--- src/rtl/sdram_read_arbiter_if.sv ---
// sdram_read_arbiter_if
//   Bundles the upstream fetch-master bus (m_*) and the downstream SDRAM
//   read bus (s_*) around sdram_read_arbiter.
//   Ports of the bundle:
//     m_read, m_address, m_burstcount   : per-port requests (packed, port i at [i*W +: W])
//     m_waitrequest, m_readdatavalid    : per-port responses
//     m_readdata                        : readdata broadcast to every port
//     s_read, s_address, s_burstcount   : downstream request
//     s_waitrequest, s_readdata,
//     s_readdatavalid                   : downstream response
//   Modports:
//     slave  : the arbiter's view (serves the fetch masters, drives the SDRAM bus)
//     master : the environment's view (fetch masters plus SDRAM controller)
interface sdram_read_arbiter_if #(
  parameter int NUM_PORTS = 8,
  parameter int ADDR_W    = 32,
  parameter int DATA_W    = 128,
  parameter int BURST_W   = 8
);
  logic [NUM_PORTS-1:0]         m_read;
  logic [NUM_PORTS*ADDR_W-1:0]  m_address;
  logic [NUM_PORTS*BURST_W-1:0] m_burstcount;
  logic [NUM_PORTS-1:0]         m_waitrequest;
  logic [DATA_W-1:0]            m_readdata;
  logic [NUM_PORTS-1:0]         m_readdatavalid;

  logic                         s_read;
  logic [ADDR_W-1:0]            s_address;
  logic [BURST_W-1:0]           s_burstcount;
  logic                         s_waitrequest;
  logic [DATA_W-1:0]            s_readdata;
  logic                         s_readdatavalid;

  modport slave (
    input  m_read, m_address, m_burstcount,
    output m_waitrequest, m_readdata, m_readdatavalid,
    output s_read, s_address, s_burstcount,
    input  s_waitrequest, s_readdata, s_readdatavalid
  );

  modport master (
    output m_read, m_address, m_burstcount,
    input  m_waitrequest, m_readdata, m_readdatavalid,
    input  s_read, s_address, s_burstcount,
    output s_waitrequest, s_readdata, s_readdatavalid
  );
endinterface

--- src/rtl/sdram_read_arbiter.sv ---
// sdram_read_arbiter
//   Burst-locking round-robin arbiter sharing one Avalon-MM read master
//   (SDRAM) among NUM_PORTS fetch masters. A grant is held until every beat
//   of the accepted burst has returned. fixed_en forces arbitration to the
//   single port fixed_sel.
//   Ports:
//     clk        : clock
//     rst_n      : synchronous active-low reset
//     bus        : sdram_read_arbiter_if.slave (upstream m_* and downstream s_*)
//     fixed_en   : 1 = only port fixed_sel may be granted (sampled in IDLE)
//     fixed_sel  : forced port index
//     busy       : a grant is held (state != IDLE)
//     grant_idx  : currently / last granted port
//     err_sticky : readdatavalid seen outside a burst; cleared only by reset
module sdram_read_arbiter #(
  parameter int NUM_PORTS = 8,
  parameter int ADDR_W    = 32,
  parameter int DATA_W    = 128,
  parameter int BURST_W   = 8,
  parameter int IDX_W     = $clog2(NUM_PORTS)
) (
  input  logic                 clk,
  input  logic                 rst_n,
  sdram_read_arbiter_if.slave  bus,
  input  logic                 fixed_en,
  input  logic [IDX_W-1:0]     fixed_sel,
  output logic                 busy,
  output logic [IDX_W-1:0]     grant_idx,
  output logic                 err_sticky
);

  typedef enum logic [1:0] {IDLE, ADDR, DATA} state_t;

  localparam logic [IDX_W:0]   NP_EXT   = (IDX_W+1)'(NUM_PORTS);
  localparam logic [IDX_W-1:0] LAST_IDX = IDX_W'(NUM_PORTS - 1);

  state_t               state_q, state_d;
  logic [IDX_W-1:0]     rr_ptr_q, rr_ptr_d;
  logic [IDX_W-1:0]     grant_idx_q, grant_idx_d;
  logic [BURST_W:0]     beats_left_q, beats_left_d;
  logic                 err_sticky_q, err_sticky_d;

  logic [ADDR_W-1:0]    addr_arr  [NUM_PORTS];
  logic [BURST_W-1:0]   burst_arr [NUM_PORTS];
  logic [NUM_PORTS-1:0] cand;
  logic                 found;
  logic [IDX_W-1:0]     pick;
  logic [NUM_PORTS-1:0] wr_vec;
  logic [NUM_PORTS-1:0] rdv_vec;
  logic [BURST_W-1:0]   sel_burst;
  logic [DATA_W-1:0]    rdata;

  // Unpack the per-port address / burstcount buses.
  for (genvar gi = 0; gi < NUM_PORTS; gi++) begin : g_port
    assign addr_arr[gi]  = bus.m_address[gi*ADDR_W +: ADDR_W];
    assign burst_arr[gi] = bus.m_burstcount[gi*BURST_W +: BURST_W];
  end

  // Candidate set: all requesters, or only the forced port.
  always_comb begin
    cand = '0;
    for (int i = 0; i < NUM_PORTS; i++) begin
      cand[i] = bus.m_read[i] && (!fixed_en || (fixed_sel == IDX_W'(i)));
    end
  end

  // Round-robin search starting at rr_ptr; index wraps modulo NUM_PORTS,
  // which need not be a power of two.
  always_comb begin : rr_search
    logic [IDX_W:0] idx_ext;
    found   = 1'b0;
    pick    = '0;
    idx_ext = '0;
    for (int k = 0; k < NUM_PORTS; k++) begin
      idx_ext = {1'b0, rr_ptr_q} + (IDX_W+1)'(k);
      if (idx_ext >= NP_EXT) begin
        idx_ext = idx_ext - NP_EXT;
      end
      if (!found && cand[idx_ext[IDX_W-1:0]]) begin
        found = 1'b1;
        pick  = idx_ext[IDX_W-1:0];
      end
    end
  end

  assign sel_burst = burst_arr[grant_idx_q];

  // Next-state logic.
  always_comb begin
    state_d      = state_q;
    rr_ptr_d     = rr_ptr_q;
    grant_idx_d  = grant_idx_q;
    beats_left_d = beats_left_q;
    // Any beat outside a burst is a protocol error and is never forwarded.
    err_sticky_d = err_sticky_q || (bus.s_readdatavalid && (state_q != DATA));
    case (state_q)
      IDLE: begin
        if (found) begin
          grant_idx_d = pick;
          state_d     = ADDR;
        end
      end
      ADDR: begin
        if (!bus.s_waitrequest) begin
          // A zero burstcount is served as a single beat.
          beats_left_d = (sel_burst == '0) ? (BURST_W+1)'(1) : {1'b0, sel_burst};
          state_d      = DATA;
        end
      end
      DATA: begin
        if (bus.s_readdatavalid) begin
          beats_left_d = beats_left_q - 1'b1;
          if (beats_left_q == (BURST_W+1)'(1)) begin
            state_d  = IDLE;
            rr_ptr_d = (grant_idx_q == LAST_IDX) ? '0 : grant_idx_q + 1'b1;
          end
        end
      end
      default: state_d = IDLE;
    endcase
  end

  always_ff @(posedge clk) begin
    if (!rst_n) begin
      state_q      <= IDLE;
      rr_ptr_q     <= '0;
      grant_idx_q  <= '0;
      beats_left_q <= '0;
      err_sticky_q <= 1'b0;
    end else begin
      state_q      <= state_d;
      rr_ptr_q     <= rr_ptr_d;
      grant_idx_q  <= grant_idx_d;
      beats_left_q <= beats_left_d;
      err_sticky_q <= err_sticky_d;
    end
  end

  // Per-port responses: only the granted port ever sees waitrequest low
  // (in ADDR) or readdatavalid high (in DATA).
  always_comb begin
    wr_vec  = '1;
    rdv_vec = '0;
    for (int i = 0; i < NUM_PORTS; i++) begin
      if (grant_idx_q == IDX_W'(i)) begin
        wr_vec[i]  = !((state_q == ADDR) && !bus.s_waitrequest);
        rdv_vec[i] = (state_q == DATA) && bus.s_readdatavalid;
      end
    end
  end

  assign rdata               = bus.s_readdata;
  assign bus.m_readdata      = rdata;
  assign bus.m_waitrequest   = wr_vec;
  assign bus.m_readdatavalid = rdv_vec;
  assign bus.s_read          = (state_q == ADDR);
  assign bus.s_address       = addr_arr[grant_idx_q];
  assign bus.s_burstcount    = sel_burst;

  assign busy       = (state_q != IDLE);
  assign grant_idx  = grant_idx_q;
  assign err_sticky = err_sticky_q;

endmodule
--- src/flat_wrapper.sv ---
// flat-port wrapper written by rule: the top's interface ports become plain ports
module sdram_read_arbiter_flat 
#(
  parameter int NUM_PORTS = 8,
  parameter int ADDR_W    = 32,
  parameter int DATA_W    = 128,
  parameter int BURST_W   = 8,
  parameter int IDX_W     = $clog2(NUM_PORTS)
)
  (clk, rst_n, fixed_en, fixed_sel, busy, grant_idx, err_sticky, bus_m_read, bus_m_address, bus_m_burstcount, bus_m_waitrequest, bus_m_readdata, bus_m_readdatavalid, bus_s_read, bus_s_address, bus_s_burstcount, bus_s_waitrequest, bus_s_readdata, bus_s_readdatavalid);
  sdram_read_arbiter_if #(.NUM_PORTS(NUM_PORTS), .ADDR_W(ADDR_W), .DATA_W(DATA_W), .BURST_W(BURST_W)) bus_i ();
  input  logic clk;
  input  logic rst_n;
  input  logic fixed_en;
  input  logic [IDX_W-1:0] fixed_sel;
  output logic busy;
  output logic [IDX_W-1:0] grant_idx;
  output logic err_sticky;
  input wire logic [$bits(bus_i.m_read)-1:0] bus_m_read;
  input wire logic [$bits(bus_i.m_address)-1:0] bus_m_address;
  input wire logic [$bits(bus_i.m_burstcount)-1:0] bus_m_burstcount;
  output wire logic [$bits(bus_i.m_waitrequest)-1:0] bus_m_waitrequest;
  output wire logic [$bits(bus_i.m_readdata)-1:0] bus_m_readdata;
  output wire logic [$bits(bus_i.m_readdatavalid)-1:0] bus_m_readdatavalid;
  output wire logic [$bits(bus_i.s_read)-1:0] bus_s_read;
  output wire logic [$bits(bus_i.s_address)-1:0] bus_s_address;
  output wire logic [$bits(bus_i.s_burstcount)-1:0] bus_s_burstcount;
  input wire logic [$bits(bus_i.s_waitrequest)-1:0] bus_s_waitrequest;
  input wire logic [$bits(bus_i.s_readdata)-1:0] bus_s_readdata;
  input wire logic [$bits(bus_i.s_readdatavalid)-1:0] bus_s_readdatavalid;
  assign bus_i.m_read = bus_m_read;
  assign bus_i.m_address = bus_m_address;
  assign bus_i.m_burstcount = bus_m_burstcount;
  assign bus_m_waitrequest = bus_i.m_waitrequest;
  assign bus_m_readdata = bus_i.m_readdata;
  assign bus_m_readdatavalid = bus_i.m_readdatavalid;
  assign bus_s_read = bus_i.s_read;
  assign bus_s_address = bus_i.s_address;
  assign bus_s_burstcount = bus_i.s_burstcount;
  assign bus_i.s_waitrequest = bus_s_waitrequest;
  assign bus_i.s_readdata = bus_s_readdata;
  assign bus_i.s_readdatavalid = bus_s_readdatavalid;
  sdram_read_arbiter #(.NUM_PORTS(NUM_PORTS), .ADDR_W(ADDR_W), .DATA_W(DATA_W), .BURST_W(BURST_W), .IDX_W(IDX_W)) u_core (.clk(clk), .rst_n(rst_n), .bus(bus_i), .fixed_en(fixed_en), .fixed_sel(fixed_sel), .busy(busy), .grant_idx(grant_idx), .err_sticky(err_sticky));
endmodule
--- config.mk ---
export PLATFORM = sky130hd
export DESIGN_NAME = sdram_read_arbiter_flat
export DESIGN_NICKNAME = d
export VERILOG_FILES = /design/src/rtl/sdram_read_arbiter_if.sv /design/src/rtl/sdram_read_arbiter.sv /design/src/flat_wrapper.sv
export SDC_FILE = /design/constraint.sdc
export NUM_CORES = 1
export LEC_CHECK = 0
export BUFFER_PORTS_ARGS = -buffer_cell sky130_fd_sc_hd__buf_4
export CORE_AREA = 2 2 254 256
export CTS_BUF_LIST = sky130_fd_sc_hd__clkbuf_8
export DETAILED_ROUTE_END_ITERATION = 10
export DIE_AREA = 0 0 256 258
export PLACE_DENSITY = 0.34
export SYNTH_ARGS = -nofsm -noshare
export SYNTH_HDL_FRONTEND = slang
export SYNTH_SLANG_ARGS = --single-unit
--- constraint.sdc ---
create_clock -name clk -period 8.9 [get_ports clk]
set_clock_uncertainty 0.15 [all_clocks]
set_input_delay 0.445 -clock clk [delete_from_list [all_inputs] [get_ports clk]]
set_output_delay 0.445 -clock clk [all_outputs]
set_load 0.02 [all_outputs]
Word level (Yosys, flattened, before mapping)
Cells that the tools add are included.
{"block": "op_classes", "add_sub_neg": 17, "n_eq_ne": 22, "order_cmp": 17, "n_mux": 72, "bitwise_logic": 1, "n_reduce_logical": 47}
{"operator": "$bmux 32 s3", "count": 1}
{"operator": "$mux 32", "count": 2}
{"operator": "$mux 3", "count": 17}
{"operator": "$ge 4x4->1 const B", "count": 8}
{"operator": "$lt 3x4->1 const B", "count": 8}
{"operator": "$mux 1", "count": 32}
{"operator": "$bmux 1 s3", "count": 8}
{"operator": "$bmux 8 s3", "count": 1}
{"operator": "$eq 3x3->1 const B", "count": 8}
{"operator": "$mux 8", "count": 3}
{"operator": "$sub 3x1->3 const B", "count": 8}
{"operator": "$logic_and 1x1->1", "count": 18}
{"operator": "$mux 9", "count": 2}
{"operator": "$pmux 9 s2", "count": 1}
{"operator": "$add 3x3->4 const B", "count": 4}
{"operator": "$eq 3x2->1 const B", "count": 4}
{"operator": "$logic_not 1->1", "count": 10}
{"operator": "$eq 9x1->1 const B", "count": 1}
{"operator": "$logic_or 1x1->1", "count": 9}
{"operator": "$sub 9x1->9 const B", "count": 1}
{"operator": "$add 3x2->4 const B", "count": 2}
{"operator": "$logic_not 8->1", "count": 1}
{"operator": "$mux 2", "count": 4}
{"operator": "$eq 3x1->1 const B", "count": 2}
{"operator": "15 further kinds", "count": 21}
{"block": "totals", "register_bits": 18}

Depth between registers and ports, before layout
{"block": "depth", "depth_word": 29, "depth_mapped": 12, "ltp_nobuf": 10}

Worst setup path before layout
No wires, ideal clock.
{"block": "synth_timing", "kind": "register -> register", "startpoint": "reg u_core.rr_ptr_q[0]", "endpoint": "reg u_core.grant_idx_q[1], in the netlist u_core.grant_idx[1]", "setup_time_ns": 0.088, "path_slack_ns": 5.455, "required_time_ns": 8.662, "arrival_ns": 3.207, "path_stages_with_launch": 12, "path_cell_list": "dfxtp_1 > inv_1 > buf_1 > ha_1 > clkbuf_1 > inv_2 > mux4_2 > mux2_2 > or3_1 > a211oi_1 > a31oi_1 > a311oi_2"}
{"block": "synth_between", "elab_chain_len": 27}
{"element": "from (decl)", "line": "sdram_read_arbiter.sv:38", "source": "logic [IDX_W-1:0] rr_ptr_q, rr_ptr_d;"}
{"element": "from (signal assigned)", "line": "sdram_read_arbiter.sv:132", "source": "rr_ptr_q <= rr_ptr_d;"}
{"element": "parallel branches: the longest is 27 deep, another holds $add 3x1->4"}
{"element": "to (signal assigned)", "line": "sdram_read_arbiter.sv:133", "source": "grant_idx_q <= grant_idx_d;"}
{"element": "to (decl)", "line": "sdram_read_arbiter.sv:39", "source": "logic [IDX_W-1:0] grant_idx_q, grant_idx_d;"}
Several ways; the timed one is not identified. The select of a mux whose other input is x is not followed.
A chain may end at the register's enable or synchronous reset.

Final worst setup path
Same ends and word-level chain as after synthesis.

==> results.md <==
* Depth of the most critical reg-to-reg path at 9
* Starting density of the core at 9.05%
* Hold Path Class: primary input to register
* Critical Path Source Type: register
* Fill cell total of the finished layout at 7,357
* Largest stage delay, worst path at 0.73 ns
* Worst-path clk slew at 0.08 ns
* Routed wire length at 37,600 um
* Setup TNS at 0 ns
* Most common cell in the netlist: nand2_1
* R2R setup slack at 4.63 ns
* Area Overhead vs Synth at 52.4%
* CP cell instances: inv_1, ha_1, inv_2, mux4_2, mux2i_1, nand4_1, o31ai_4, a21oi_1, a311oi_2
* Most used DFF post-synth: dfxtp_1
* CTS tree: yes
* CTS Hold Buffers Added at 0
* CP top delay family: multiplexers
* Detailed Route Iter0 Violations at 260
* RSZ-0062 raised after global routing: false
* Number of global-route vias before repair at 6,671
* Hold wc startpoint: bus_s_readdatavalid
* Worst r2r src: u_core.rr_ptr_q[0]
* Nets at 1,352
* PwrDens at 95.0 nW/um2
* Ports at 654
* Final period util at 47.9%
* Final setup fails at 0
* MaxCap Viol Count at 0
* Max VDD drop at 0.0422 mV
* Placeable Area at 63,600 um2
* Final Critical Period at 4.27 ns
* Flop pwr share at 14.7%
* Setup Buffers After CTS at 0
* Seq/Total Area, Yosys at 6.25%
* Syn_area_per_cell at 8.99 um2
* Hold Vio Cnt, Final at 0
* Critical path's slowest cell: dfxtp_1
* Chip width at 256 um
* Net Count, Synth at 1,115
* Max-slew headroom at 40.5%
* Crit path max fanout at 15
* Post-CTS sizing at 0
* Setup crit end kind: register
* Post-synth top cells: nand2_1, buf_4, mux4_2
* Grt total ovfl at 0
* Height of the die at 258 um
* Average vias per placed instance at 3.55
* Total GRT Usage at 10.9%
* Async S/R FF share, synth at 0%
* Hold Crit Depth at 3
* Count of cell types in the netlist at 67
* Critical path arrival at 4.30 ns
* CP Buf/Inv Count at 2
* Synthesis warning total at 0
* Detail Route Antenna Nets at 0
* Pwr Total at 834 uW
* R2r endpoint: u_core.grant_idx[1]
* Post-synth EDFFs at 0
* Int Power at 453 uW
* Clock power frac at 9.2%
* LEAKAGE at 3.69 nW
* FP Rows at 93
* Number of synthesized register bits at 18
* Worst Path Required at 8.93 ns
* TritonCTS Sinks at 18
* Combinational fraction of design power at 76.1%
* Mapped cell area at 5760 um2
* Peak Freq at 234 MHz
* Worst hold slack at 0.333 ns
* Top cell type's share of synthesized area at 35.2%
* Number of remaining DRC errors at 0
* First-pass GRT wire length at 51,300 um
* Vias at 6,163
* Root buffer cell: clkbuf_8
* Switching Share at 45.7%
* TritonRoute pass-1 iters at 5
* Setup CP Type: register to register
* # H-tree levels at 1
* Largest net degree at the start of global routing at 47
* Buffers on Ports at 397
* Fin util at 13.8%
* Register area at 369 um2
* Total CTS buffers at 3
* Clk Latency, worst-skew pair at 0.28 ns
* Largest area contributor in the netlist: mux4_2
* Die area at 66,000 um2
* Clk buf depth at 2
* Detailed-placement wirelength estimate at 32,500 um
* Hold Path End: u_core.err_sticky
* Status: finished, final reports clean
* Fin. max-slew vios at 0
* Initial antenna violation count at 14
* Syn Inst Count at 641
* Psw at 381 uW
* Area of the multi-input gates at 4180 um2
* Actual slew at the worst max-slew pin at 0.885 ns
* Routability cong. at 0.860
* DR WL/cell at 21.7 um
* Share of cells above drive strength 1 at 59.1%
* Ranking of synthesized cells by area: mux4_2, buf_4, nand2_1
[cells in the final DEF, fill, tap and decap left out, types with 5 or more instances in the layout]
cell type / synthesis / layout
nand4_1: 5 / 5
a21oi_1: 12 / 12
or3_1: 6 / 6
a211oi_1: 5 / 5
nor2b_1: 7 / 7
mux4_2: 90 / 90
inv_1: 15 / 15
and2_1: 5 / 5
mux2i_1: 13 / 13
and3_1: 10 / 10
o21ai_0: 21 / 21
nand3_1: 8 / 8
ha_1: 10 / 10
dfxtp_1: 18 / 15
buf_4: 128 / 403
nand2_1: 137 / 137
mux4_1: 5 / 5
o21a_1: 7 / 7
nor2_1: 16 / 16
[sequential cells by signal (all words and copies together) (netlist names)]
| signal | count |
|---|---|
| u_core.err_sticky | 1 |
| u_core.beats_left_q | 9 |
| u_core.grant_idx | 3 |
| u_core.rr_ptr_q | 3 |
| u_core.state_q | 2 |
[how the worst max path moves through the flow]
stage,slack (ns),depth (start not counted),to,from
6_report,4.63,9,u_core.grant_idx[1],u_core.rr_ptr_q[0]
5_1_grt,4.28,9,u_core.grant_idx[1],u_core.rr_ptr_q[0]
4_1_cts,4.59,9,u_core.grant_idx[1],u_core.rr_ptr_q[0]
3_5_place_dp,4.62,9,u_core.grant_idx[1],u_core.rr_ptr_q[0]
3_3_place_gp,4.76,9,u_core.grant_idx[1],u_core.rr_ptr_q[0]
2_1_floorplan,5.45,11,u_core.grant_idx[1],u_core.rr_ptr_q[0]
[tightest hold or removal path: stages]
cell and delay (ns):
buf_4 0.12, a21oi_1 0.06, nor2b_1 0.09
[area by class of cell]
type	instances	share of cell area [%]
tap	855	12.2
clock buffer	4	0.627
sequential	18	4.20
timing repair buffer	403	34.5
antenna	4	0.114
inverter	18	0.769
multi-input combinational	434	47.6
[cell families after synthesis]
logic type	Yosys count	synth area share, %
AO/OA/AOI/OAI	91	11.9
multiplexers	111	40.5
adder cells (fa/ha/maj)	10	2.17
XOR/XNOR	4	0.608
flip-flops	18	6.25
buffers and inverters	189	21.1
AND/OR/NAND/NOR	218	17.4
[power by group through the flow]
| stage | clock network [mW] | logic (mW) | registers (mW) |
|---|---|---|---|
| 2_1_floorplan | 0 | 0.440 | 0.0973 |
| 3_3_place_gp | 0 | 0.655 | 0.129 |
| 3_5_place_dp | 0 | 0.655 | 0.128 |
| 4_1_cts | 0.0822 | 0.656 | 0.127 |
| 5_1_grt | 0.0835 | 0.686 | 0.129 |
| 6_report | 0.0764 | 0.635 | 0.123 |
[metrics by stage]
step	cell area, um2	std cells	setup WS, ns
finish	8780	1736	4.63
global route	8770	1733	4.28
CTS	8770	1732	4.59
detailed placement	8720	1728	4.62
global placement	8720	1728	4.76
floorplan	5760	641	5.45
[metal layers]
metal	global-route usage [%]	vias up	share of wire, %
met5	0	-	0.088
met4	4.91	4	4.6
met2	21.3	372	55
met1	10.6	2931	33
li1	-	2749	-
met3	2.74	107	7.3
Power figures use the tool's default switching activity.
